$ cat config.mk
export PLATFORM = sky130hd
export DESIGN_NAME = multicycle_controller
export DESIGN_NICKNAME = d
export VERILOG_FILES = /design/src/rtl/multicycle_controller.sv
export SDC_FILE = /design/constraint.sdc
export NUM_CORES = 1
export LEC_CHECK = 0
export ABC_AREA = 0
export BUFFER_PORTS_ARGS = -buffer_cell sky130_fd_sc_hd__buf_2
export CAP_MARGIN = 10
export CORE_MARGIN = 8
export CORE_UTILIZATION = 44
export CTS_CLUSTER_SIZE = 28
export DETAILED_ROUTE_END_ITERATION = 8
export GPL_TIMING_DRIVEN = 0
export HOLD_SLACK_MARGIN = 0.12
export PLACE_DENSITY_LB_ADDON = 0.08
export SYNTH_ARGS = -nofsm -noshare
export SYNTH_HDL_FRONTEND = slang
export SYNTH_SLANG_ARGS = --single-unit
$ cat constraint.sdc
create_clock -name clk -period 3.79 [get_ports clk]
set_clock_uncertainty 0.2 [all_clocks]
set_input_delay 0.5685 -clock clk [delete_from_list [all_inputs] [get_ports clk]]
set_output_delay 0.5685 -clock clk [all_outputs]
set_load 0.01 [all_outputs]
$ cat src/rtl/multicycle_controller.sv
// multicycle_controller: RV32I multi-cycle sequencer; zero-wait latency B=3, L=5, other instructions 4 cycles.
// Stalls in FETCH/MEM until mem_ready, trapping after TIMEOUT_CYCLES; `define PERF_CNT_EN adds cycle_cnt/instret.
module multicycle_controller #(
  parameter int TIMEOUT_CYCLES = 16
) (
  input  logic        clk,
  input  logic        reset,
  input  logic [6:0]  opCode,
  input  logic [2:0]  fun3,
  input  logic [6:0]  fun7,
  input  logic        branch_taken,
  input  logic        mem_ready,
  input  logic        halt_req,
  output logic        mem_req,
  output logic        mem_we,
  output logic        mem_addr_sel,
  output logic        ir_we,
  output logic        pc_we,
  output logic        pc_src,
  output logic [1:0]  alu_a_sel,
  output logic [1:0]  alu_b_sel,
  output logic [3:0]  alu_op,
  output logic        ru_wr,
  output logic [1:0]  wb_sel,
  output logic [2:0]  state,
  output logic        illegal,
  output logic        timeout
`ifdef PERF_CNT_EN
  ,
  output logic [31:0] cycle_cnt,
  output logic [31:0] instret
`endif
);

  typedef enum logic [2:0] {
    FETCH  = 3'd0,
    DECODE = 3'd1,
    EXEC   = 3'd2,
    MEM    = 3'd3,
    WB     = 3'd4,
    TRAP   = 3'd5,
    HALT   = 3'd6
  } state_t;

  localparam logic [6:0] OP_R     = 7'b0110011;
  localparam logic [6:0] OP_I     = 7'b0010011;
  localparam logic [6:0] OP_L     = 7'b0000011;
  localparam logic [6:0] OP_S     = 7'b0100011;
  localparam logic [6:0] OP_B     = 7'b1100011;
  localparam logic [6:0] OP_JAL   = 7'b1101111;
  localparam logic [6:0] OP_JALR  = 7'b1100111;
  localparam logic [6:0] OP_LUI   = 7'b0110111;
  localparam logic [6:0] OP_AUIPC = 7'b0010111;

  localparam int CW = (TIMEOUT_CYCLES > 1) ? $clog2(TIMEOUT_CYCLES) : 1;
  localparam logic [CW-1:0] WAIT_MAX = CW'((TIMEOUT_CYCLES > 0) ? TIMEOUT_CYCLES - 1 : 0);

  state_t        state_q, state_n;
  logic [CW-1:0] wait_cnt;
  logic          wait_clr, wait_inc, wait_expired;
  logic          set_illegal, set_timeout, retire;
  logic          is_r, is_i, is_l, is_s, is_b, is_jal, is_jalr, is_lui, is_auipc, is_legal;
  logic          unused_fun7;

  assign state        = state_q;
  assign wait_expired = (TIMEOUT_CYCLES != 0) && (wait_cnt == WAIT_MAX);
  assign unused_fun7  = ^{fun7[6], fun7[4:0]};

  assign is_r     = (opCode == OP_R);
  assign is_i     = (opCode == OP_I);
  assign is_l     = (opCode == OP_L);
  assign is_s     = (opCode == OP_S);
  assign is_b     = (opCode == OP_B);
  assign is_jal   = (opCode == OP_JAL);
  assign is_jalr  = (opCode == OP_JALR);
  assign is_lui   = (opCode == OP_LUI);
  assign is_auipc = (opCode == OP_AUIPC);
  assign is_legal = is_r | is_i | is_l | is_s | is_b | is_jal | is_jalr | is_lui | is_auipc;

  always_ff @(posedge clk) begin
    if (!reset) begin
      state_q  <= FETCH;
      wait_cnt <= '0;
      illegal  <= 1'b0;
      timeout  <= 1'b0;
    end else begin
      state_q <= state_n;
      if (wait_clr)
        wait_cnt <= '0;
      else if (wait_inc)
        wait_cnt <= wait_cnt + CW'(1);
      if (set_illegal)
        illegal <= 1'b1;
      if (set_timeout)
        timeout <= 1'b1;
    end
  end

  always_comb begin
    state_n      = state_q;
    wait_clr     = 1'b0;
    wait_inc     = 1'b0;
    set_illegal  = 1'b0;
    set_timeout  = 1'b0;
    retire       = 1'b0;
    mem_req      = 1'b0;
    mem_we       = 1'b0;
    mem_addr_sel = 1'b0;
    ir_we        = 1'b0;
    pc_we        = 1'b0;
    pc_src       = 1'b0;
    alu_a_sel    = 2'd0;
    alu_b_sel    = 2'd0;
    alu_op       = 4'd0;
    ru_wr        = 1'b0;
    wb_sel       = 2'd0;
    // Holding everything at its default while reset is low keeps an aborted instruction silent.
    if (reset) begin
      case (state_q)
        FETCH: begin
          mem_req = 1'b1;
          if (mem_ready) begin
            ir_we   = 1'b1;
            state_n = DECODE;
          end else if (wait_expired) begin
            state_n     = TRAP;
            set_timeout = 1'b1;
          end else begin
            wait_inc = 1'b1;
          end
        end
        DECODE: begin
          if (is_legal) begin
            state_n = EXEC;
          end else begin
            state_n     = TRAP;
            set_illegal = 1'b1;
          end
        end
        EXEC: begin
          if (is_r) begin
            alu_op = {fun7[5], fun3};
          end else if (is_i) begin
            alu_b_sel = 2'd1;
            alu_op    = {(fun3 == 3'b101) & fun7[5], fun3};
          end else if (is_lui) begin
            alu_a_sel = 2'd2;
            alu_b_sel = 2'd1;
          end else if (is_jal | is_b | is_auipc) begin
            alu_a_sel = 2'd1;
            alu_b_sel = 2'd1;
          end else begin
            alu_b_sel = 2'd1;
          end
          if (is_b) begin
            pc_we  = 1'b1;
            pc_src = branch_taken;
            retire = 1'b1;
          end else if (is_l | is_s) begin
            state_n  = MEM;
            wait_clr = 1'b1;
          end else begin
            state_n = WB;
          end
        end
        MEM: begin
          mem_req      = 1'b1;
          mem_addr_sel = 1'b1;
          mem_we       = is_s;
          if (mem_ready) begin
            if (is_s) begin
              pc_we  = 1'b1;
              retire = 1'b1;
            end else begin
              state_n = WB;
            end
          end else if (wait_expired) begin
            state_n     = TRAP;
            set_timeout = 1'b1;
          end else begin
            wait_inc = 1'b1;
          end
        end
        WB: begin
          ru_wr  = 1'b1;
          pc_we  = 1'b1;
          retire = 1'b1;
          if (is_l) begin
            wb_sel = 2'd1;
          end else if (is_jal | is_jalr) begin
            wb_sel = 2'd2;
            pc_src = 1'b1;
          end
        end
        HALT: begin
          if (!halt_req) begin
            state_n  = FETCH;
            wait_clr = 1'b1;
          end
        end
        TRAP:    state_n = TRAP;
        default: state_n = FETCH;
      endcase
      // Instruction boundary: the only place a halt request is honoured.
      if (retire) begin
        state_n  = halt_req ? HALT : FETCH;
        wait_clr = 1'b1;
      end
    end
  end

`ifdef PERF_CNT_EN
  always_ff @(posedge clk) begin
    if (!reset) begin
      cycle_cnt <= '0;
      instret   <= '0;
    end else if (state_q != TRAP) begin
      cycle_cnt <= cycle_cnt + 32'd1;
      if (pc_we)
        instret <= instret + 32'd1;
    end
  end
`endif

endmodule
Word-level counts from Yosys, hierarchy flattened
Index checks and enable logic that the tools add are counted.

storage, ports and cells
  register bits = 9
  word-level logic and storage cells = 111

cells by class
  equality and inequality tests = 21
  $add $sub $neg = 1
  multiplexer cells = 67
  bitwise logic cells = 14
  reduce and logical (&&, ||, !) cells = 4

operator list
  cell                 number
  $mux 1               40
  $mux 3               10
  $eq 7x6->1 const B   3
  $eq 7x7->1 const B   3
  $pmux 3 s7           1
  $mux 2               9
  $mux 4               4
  $eq 7x5->1 const B   2
  $eq 3x3->1 const B   4
  $or 1x1->1           12
  $eq 7x2->1 const B   1
  $eq 3x2->1 const B   2
  $ne 3x3->1 const B   2
  $add 4x1->4 const B  1
  $eq 4x4->1 const B   1
  $ne 4x4->1 const B   1
  $pmux 1 s2           2
  $reduce_and 4->1     1
  $reduce_or 2->1      2
  $eq 3x1->1 const B   1
  $logic_not 3->1      1
  $pmux 1 s3           1
  $ne 2x2->1 const B   1
  $and 1x1->1          1
  $not 1->1            1

Logic depth before layout (Yosys ltp)
Gate-level depths: netlist (run 1).

  depth in word-level cells = 12
  gate-level depth with buffers = 6

Worst setup path after synthesis (run 1)
Ideal clock, no wire load.

  path kind = input -> output
  from = in reset
  to = out alu_a_sel[0]
  stages = 4
  buffers on the path = 1
  required time = 3022 ps
  data arrival time = 1628 ps
  path slack = 1393 ps
  cell sequence = clkbuf_1 > nand2_1 > or3_1 > nor3_1

between the ends
  cells in the longest elaborated chain, start to end = 1

RTL lines
  what         line  source
  from (decl)  7     input logic reset,
  $mux 2       118   if (reset) begin
  to (decl)    20    output logic [1:0] alu_a_sel,

Every way passes these cells.

Worst setup path in the final report (run 1)
  from = in opCode[2]
  to = out alu_op[3]

between the ends
  cells in the longest elaborated chain, start to end = 5

RTL lines
  what         line  source
  from (decl)  8     input logic [6:0] opCode,
  $eq 7x5->1   70    assign is_i = (opCode == OP_I);
  $mux 4       143   end else if (is_i) begin
  $mux 4 (*)   141   if (is_r) begin
  $mux 4 (*)   119   case (state_q)
  $mux 4 (*)   118
  to (decl)    22    output logic [3:0] alu_op,

Mark *: on every way between the ends. The rest lies on a longest branch, timed or not.

==> results of run 1 <==
[how the worst min path moves through the flow]
stage | start | to | slack (ns) | cells past startpoint
floorplan | wait_cnt[1] | wait_cnt[1] | 0.29 | 2
global placement | timeout | timeout | 0.24 | 1
detailed placement | timeout | timeout | 0.25 | 1
CTS | timeout | timeout | 0.26 | 1
global route | timeout | timeout | 0.27 | 1
finish | timeout | timeout | 0.26 | 1
[layout by cell type (no fill, tap or decap), drive strengths merged, types with 2 or more instances in the layout]
cell type   n
buf        38
nor2       16
nand2      10
dfxtp       9
nand3       7
a21oi       6
clkbuf      6
and2        5
nor3        4
nor3b       4
inv         4
and3        3
nor2b       3
nand2b      2
a32oi       2
xnor2       2
a21o        2
xor2        2
mux2i       2
nor4        2
o21ai       2
[registers in the layout, summed over array words and instances, names as in the netlist]
| signal | flops |
|---|---|
| state | 3 |
| timeout | 1 |
| illegal | 1 |
| wait_cnt | 4 |
[routing by layer]
layer,GRT usage (%),vias up,share of wire (%)
met2,21.81,33,47
met3,4.772,4,6.7
li1,-,483,-
met5,0,-,0
met1,16.65,447,45
met4,3.072,0,0.90
[critical path, delay by kind of cell]
kind	cells	cell delay [ns]
buffers and inverters	2	0.27
AOI/OAI and AO/OA	1	0.21
and+or+nand+nor	4	0.94
[layout make-up]
cell class | count | area [um2] | area share (%)
plain buffers | 6 | 30.03 | 2.878
clock buffers | 4 | 26.28 | 2.518
inverters | 4 | 15.01 | 1.439
multi-input cells | 94 | 590.6 | 56.59
flip-flops and latches | 9 | 180.2 | 17.27
well taps | 25 | 31.28 | 2.998
repair buffers | 34 | 170.2 | 16.31
[power by group through the flow]
stage | Sequential, mW | Combinational [mW] | Clock, mW
after floorplan | 0.133 | 0.150 | 0
after global placement | 0.126 | 0.220 | 0
after detailed placement | 0.126 | 0.223 | 0
after CTS | 0.124 | 0.224 | 0.0757
after global routing | 0.126 | 0.247 | 0.0812
final | 0.124 | 0.224 | 0.0718
[stage by stage]
stage          utilization, %  hold slack [ns]  cells  instance area (um2)
3_3_place_gp            58.28           0.2429    172                 1017
2_1_floorplan               -           0.2913    113                815.8
5_1_grt                 59.78           0.2728    176                 1044
4_1_cts                 59.78           0.2633    176                 1044
3_5_place_dp            58.28           0.2484    172                 1017
6_report                59.78           0.2568    176                 1044
[kinds of logic (layout without fill, tap and decap cells)]
family                   count (synthesis)  in the layout
other                                    1              1
AND/OR/NAND/NOR                         61             61
adder cells (fa/ha/maj)                  1              1
multiplexers                             2              2
XOR/XNOR                                 4              4
flip-flops                               9              9
buffers and inverters                   10             48
AO/OA/AOI/OAI                           25             25
==> reports/metrics.yaml, run 1 <==
drtIter0Drc: 34
cts_setup_buffers: 0
ant_nets: 0
clk-insertion-delay-late_ns: 0.26
fin_nets: 175
rrSetupSlack_ns: 1.97
synth_compound_area_share_pct: 22.70
grt_max_degree: 11
wl_per_cell_um: 13.31
slew_viol_final: 0
port_buffers: 34
cts_tree: "yes"
n_fill_cell: 189
syn_nets: 136
ys_warn_count: 0
ys.flop_type: "dfxtp_1"
h-tree-depth: 1
cts_hold_buf: 0
synth_seq_cells: 9
clkPwrFrac_pct: 17.1
vias: 967
pin_count: 44
track_usage_pct: 13.52
worstRegToRegCells: 5
grt_pass1_vias: 897
die_h_um: 59.06
synth-xor-area-share_pct: 4.294
seq_area_frac_synth_pct: 22.09
synth_top_area_share_pct: 22.09
initial_core_util_pct: 46.74
critPathRequiredTime_ns: 3.02
dieArea_um2: 3488
clock_path_buffers: 2
synthAdderAreaFrac_pct: 1.534
num_rows: 15
switchingPower_mw: 0.1791
cts.repair.resized: 0
synth_top_family_by_area: "simple AND/OR/NAND/NOR gates"
leakage_nw: 0.4996
grt_pass1_wl_mm: 3.822
hold_viol_final: 0
area_growth_pct: 27.91
synth_cell_types: 46
pwr-share-seq_pct: 29.6
crit_type: "primary input to output pin"
synth_commonest_cells: "nor2_1, nand2_1, dfxtp_1"
slowest_delay_ns: 0.37
antenna_found_initial: 0
end_kind: "output pin"
die_w_um: 59.06
min_period_ns: 2.752
gp_congestion: 0.8640
ys_top_cells_by_area: "dfxtp_1, nor2_1, nand2_1"
cts_buffers: 3
drtPass1Iterations: 5
via_per_inst: 5.494
synth_edf_count: 0
max_freq_mhz: 363.3
status: "complete, no violations"
finalWorstSetupSlack_ns: 1.038
grt_remaining_overflow: 0
p_int_mw: 0.2406
yosysMostFrequentCell: "nor2_1"
vdd_drop_max_uv: 294.9
finalSetupViolCount: 0
dp_slack_ns: 1.044
cpMostUsedCell: "buf_2"
cts-root-buf: "clkbuf_4"
drv_cap: 0
worstReg2RegStart: "wait_cnt[0]"
synthSimpleGateAreaFrac_pct: 40.95
syn_area_um2: 815.8
syn-instance-count: 113
async_flop_share_pct: 0
worstReg2RegEnd: "state[2]"
crit_start: "opCode[2]"
hold_path_class: "flip-flop to flip-flop"
synthMuxAreaShare_pct: 2.454
synth_top_area_cell: "dfxtp_1"
arrival_ns: 1.98
post-route-period-util_pct: 72.62
p_comb_share_pct: 53.3
finalPower_mw: 0.4197
remaining_drc_errors: 0
drive_gt1_share_pct: 30.46
hpwl_mm: 1.921
diodes: 0
core-area_um2: 1745
cts_sinks: 9
wl_mm: 2.342
critPathSlowestCell: "nor3b_1"
p_per_area_nw_per_um2: 402.2
clk_pin_slew_ns: 0.06
swShare_pct: 42.67
crit_chain: "buf_2 > nor2_1 > nand2_1 > nor3_1 > nor3b_1 > o211a_1 > buf_2"
worst-path-max-fanout: 7
synth_area_per_cell_um2: 7.219
startpoint_type: "primary input"
tns_ns: 0
rsz0062_at_grt: "false"
crit_end: "alu_op[3]"
Note: power is estimated with default switching activity, not from simulation.
==> run 2, diff against run 1 <==
--- a/config.mk
+++ b/config.mk
@@ -9,7 +9,7 @@
 export BUFFER_PORTS_ARGS = -buffer_cell sky130_fd_sc_hd__buf_2
 export CAP_MARGIN = 10
 export CORE_MARGIN = 8
-export CORE_UTILIZATION = 44
+export CORE_UTILIZATION = 39
 export CTS_CLUSTER_SIZE = 28
 export DETAILED_ROUTE_END_ITERATION = 8
 export GPL_TIMING_DRIVEN = 0
==> constraint.sdc (replaced) <==
create_clock -name clk -period 2.3 [get_ports clk]
set_clock_uncertainty 0.2 [all_clocks]
set_input_delay 0.345 -clock clk [delete_from_list [all_inputs] [get_ports clk]]
set_output_delay 0.345 -clock clk [all_outputs]
set_load 0.01 [all_outputs]
==> run 2 against run 1 <==
Effect of this change: core utilization is 4.9 points lower; non-clock buffer count stayed put; clock-buffer cell count stayed put; final cell count is 1.1% higher; global-route usage is 0.28 points higher; first-iteration DRC count is 2.9% lower; die area is 9.3% higher; critical path depth stayed put; sequential share of layout area is 0.54 points lower; critical path type unchanged; largest cell class unchanged; largest power group unchanged.
==> reports/metrics.yaml, run 2 (synthesis gave the netlist of run 1 again) <==
drive_gt1_share_pct: 34.44  # +4.0 points
hold_viol_final: 0  # unchanged
diodes: 0  # unchanged
clock_path_buffers: 2  # unchanged
wl_mm: 2.490  # +6.3%
area_growth_pct: 32.05
ant_nets: 0  # unchanged
cts_sinks: 9  # unchanged
finish.utilization_pct: 54.91  # -4.9 points
largest_reg_flops: 4  # unchanged
layout_commonest_cell: "buf_2"
worst-path-max-fanout: 7  # unchanged
antenna_found_initial: 0  # unchanged
crit_chain: "buf_2 > nor2_1 > nand2_1 > nor3_1 > nor3b_2 > o211a_1 > buf_2"
finalPower_mw: 0.7210  # +72%
final_cells: 178  # +1.1%
fin_nets: 175  # unchanged
clk-insertion-delay-late_ns: 0.27  # about the same
cts_setup_buffers: 0  # unchanged
h-tree-depth: 1  # unchanged
clk_pin_slew_ns: 0.06  # about the same
status: "complete, no violations"
die_w_um: 61.74  # +4.5%
hold-worst-slack_ns: 0.2641  # +0.007368 ns
cts_buffers: 3  # unchanged
dieArea_um2: 3811  # +9.3%
drtIter0Drc: 33  # -2.9%
p_per_area_nw_per_um2: 669.2  # +66%
vdd_drop_max_uv: 524.9  # +78%
cpMostUsedCell: "buf_2"
drtPass1Iterations: 4  # -1
finalSetupViolCount: 0  # unchanged
drv_cap: 0  # unchanged
hold_path_class: "flip-flop to flip-flop"
via_per_inst: 5.421  # -1.3%
post-route-period-util_pct: 96.52
critPathRequiredTime_ns: 1.75  # -1.27 ns
core-area_um2: 1962  # +12%
die_h_um: 61.74  # +4.5%
regMostFlops: "wait_cnt"
worstRegToRegCells: 5  # unchanged
grt_max_degree: 11  # unchanged
cts.repair.resized: 1  # +1
grt_pass1_vias: 886  # -1.2%
startpoint_type: "primary input"
end_kind: "output pin"
port_buffers: 34  # unchanged
grt_pass1_wl_mm: 4.043  # +5.8%
num_rows: 16  # +1
critPathSlowestCell: "nor3_1"
hpwl_mm: 1.952  # +1.6%
min_period_ns: 2.220
placed_cells: 174  # +1.2%
track_usage_pct: 13.81  # +0.28 points
arrival_ns: 1.67  # -0.31 ns
wl_per_cell_um: 13.99  # +5.1%
cts_hold_buf: 0  # unchanged
max_freq_mhz: 450.5
crit_type: "primary input to output pin"
grt_remaining_overflow: 0  # unchanged
pin_count: 44  # unchanged
cts-root-buf: "clkbuf_4"
initial_core_util_pct: 41.58  # -5.2 points
leakage_nw: 0.5068  # +1.4%
layout_common_cells: "buf_2, nor2_1, nand2_1, dfxtp_1, nand3_1"
gp_congestion: 0.8189  # -5.2%
cts_tree: "yes"
vias: 965  # -0.21%
remaining_drc_errors: 0  # unchanged
regArea_um2: 180.2  # unchanged
slowest_delay_ns: 0.32  # -0.05 ns
hold_depth: 1  # unchanged
n_fill_cell: 234  # +24%
multi_input_area_um2: 610.6  # +3.4%
slew_viol_final: 0  # unchanged
tns_ns: 0  # unchanged
==> run 2: worst max-delay path: cells and delay by family <==
family	cells	cell delay (ns)
buffers and inverters	2	0.26
and+or+nand+nor	4	0.88
AOI/OAI and AO/OA	1	0.18
==> run 2: area by class of cell <==
type / instances / share of cell area [%]
multi-input cells: 94 / 56.68
flip-flops and latches: 9 / 16.72
repair buffers: 34 / 15.80
plain buffers: 6 / 3.368
well taps: 27 / 3.136
clock buffers: 4 / 2.439
inverters: 4 / 1.858
==> run 2: path summary, 6_finish.rpt <==
check	from	endpoint	slack [ns]
hold / removal	timeout	timeout	0.26
setup / recovery	opCode[2]	alu_op[3]	0.08
setup reg to reg	wait_cnt[0]	state[2]	0.43
hold reg to reg	timeout	timeout	0.26
==> run 2: through the flow <==
stage / area [um2] / worst slack, ns
2_1_floorplan: 815.8 / 0.3501
3_3_place_gp: 1020 / 0.07429
3_5_place_dp: 1020 / 0.07686
4_1_cts: 1049 / 0.03879
5_1_grt: 1077 / -0.0008596
6_report: 1077 / 0.08011
==> run 2: metal layers <==
metal / share of wire, % / GRT usage [%]
met3: 9.6 / 5.967
met5: 0 / 0
met4: 1.0 / 2.922
met2: 45 / 21.27
met1: 45 / 17.33
==> run 2: report_power, final <==
| part | total [mW] | leakage, nW | internal (mW) | switching, mW |
|---|---|---|---|---|
| Sequential | 0.206 | 0.0735 | 0.186 | 0.0206 |
| Clock | 0.123 | 0.0150 | 0.0669 | 0.0557 |
| Combinational | 0.392 | 0.418 | 0.159 | 0.233 |
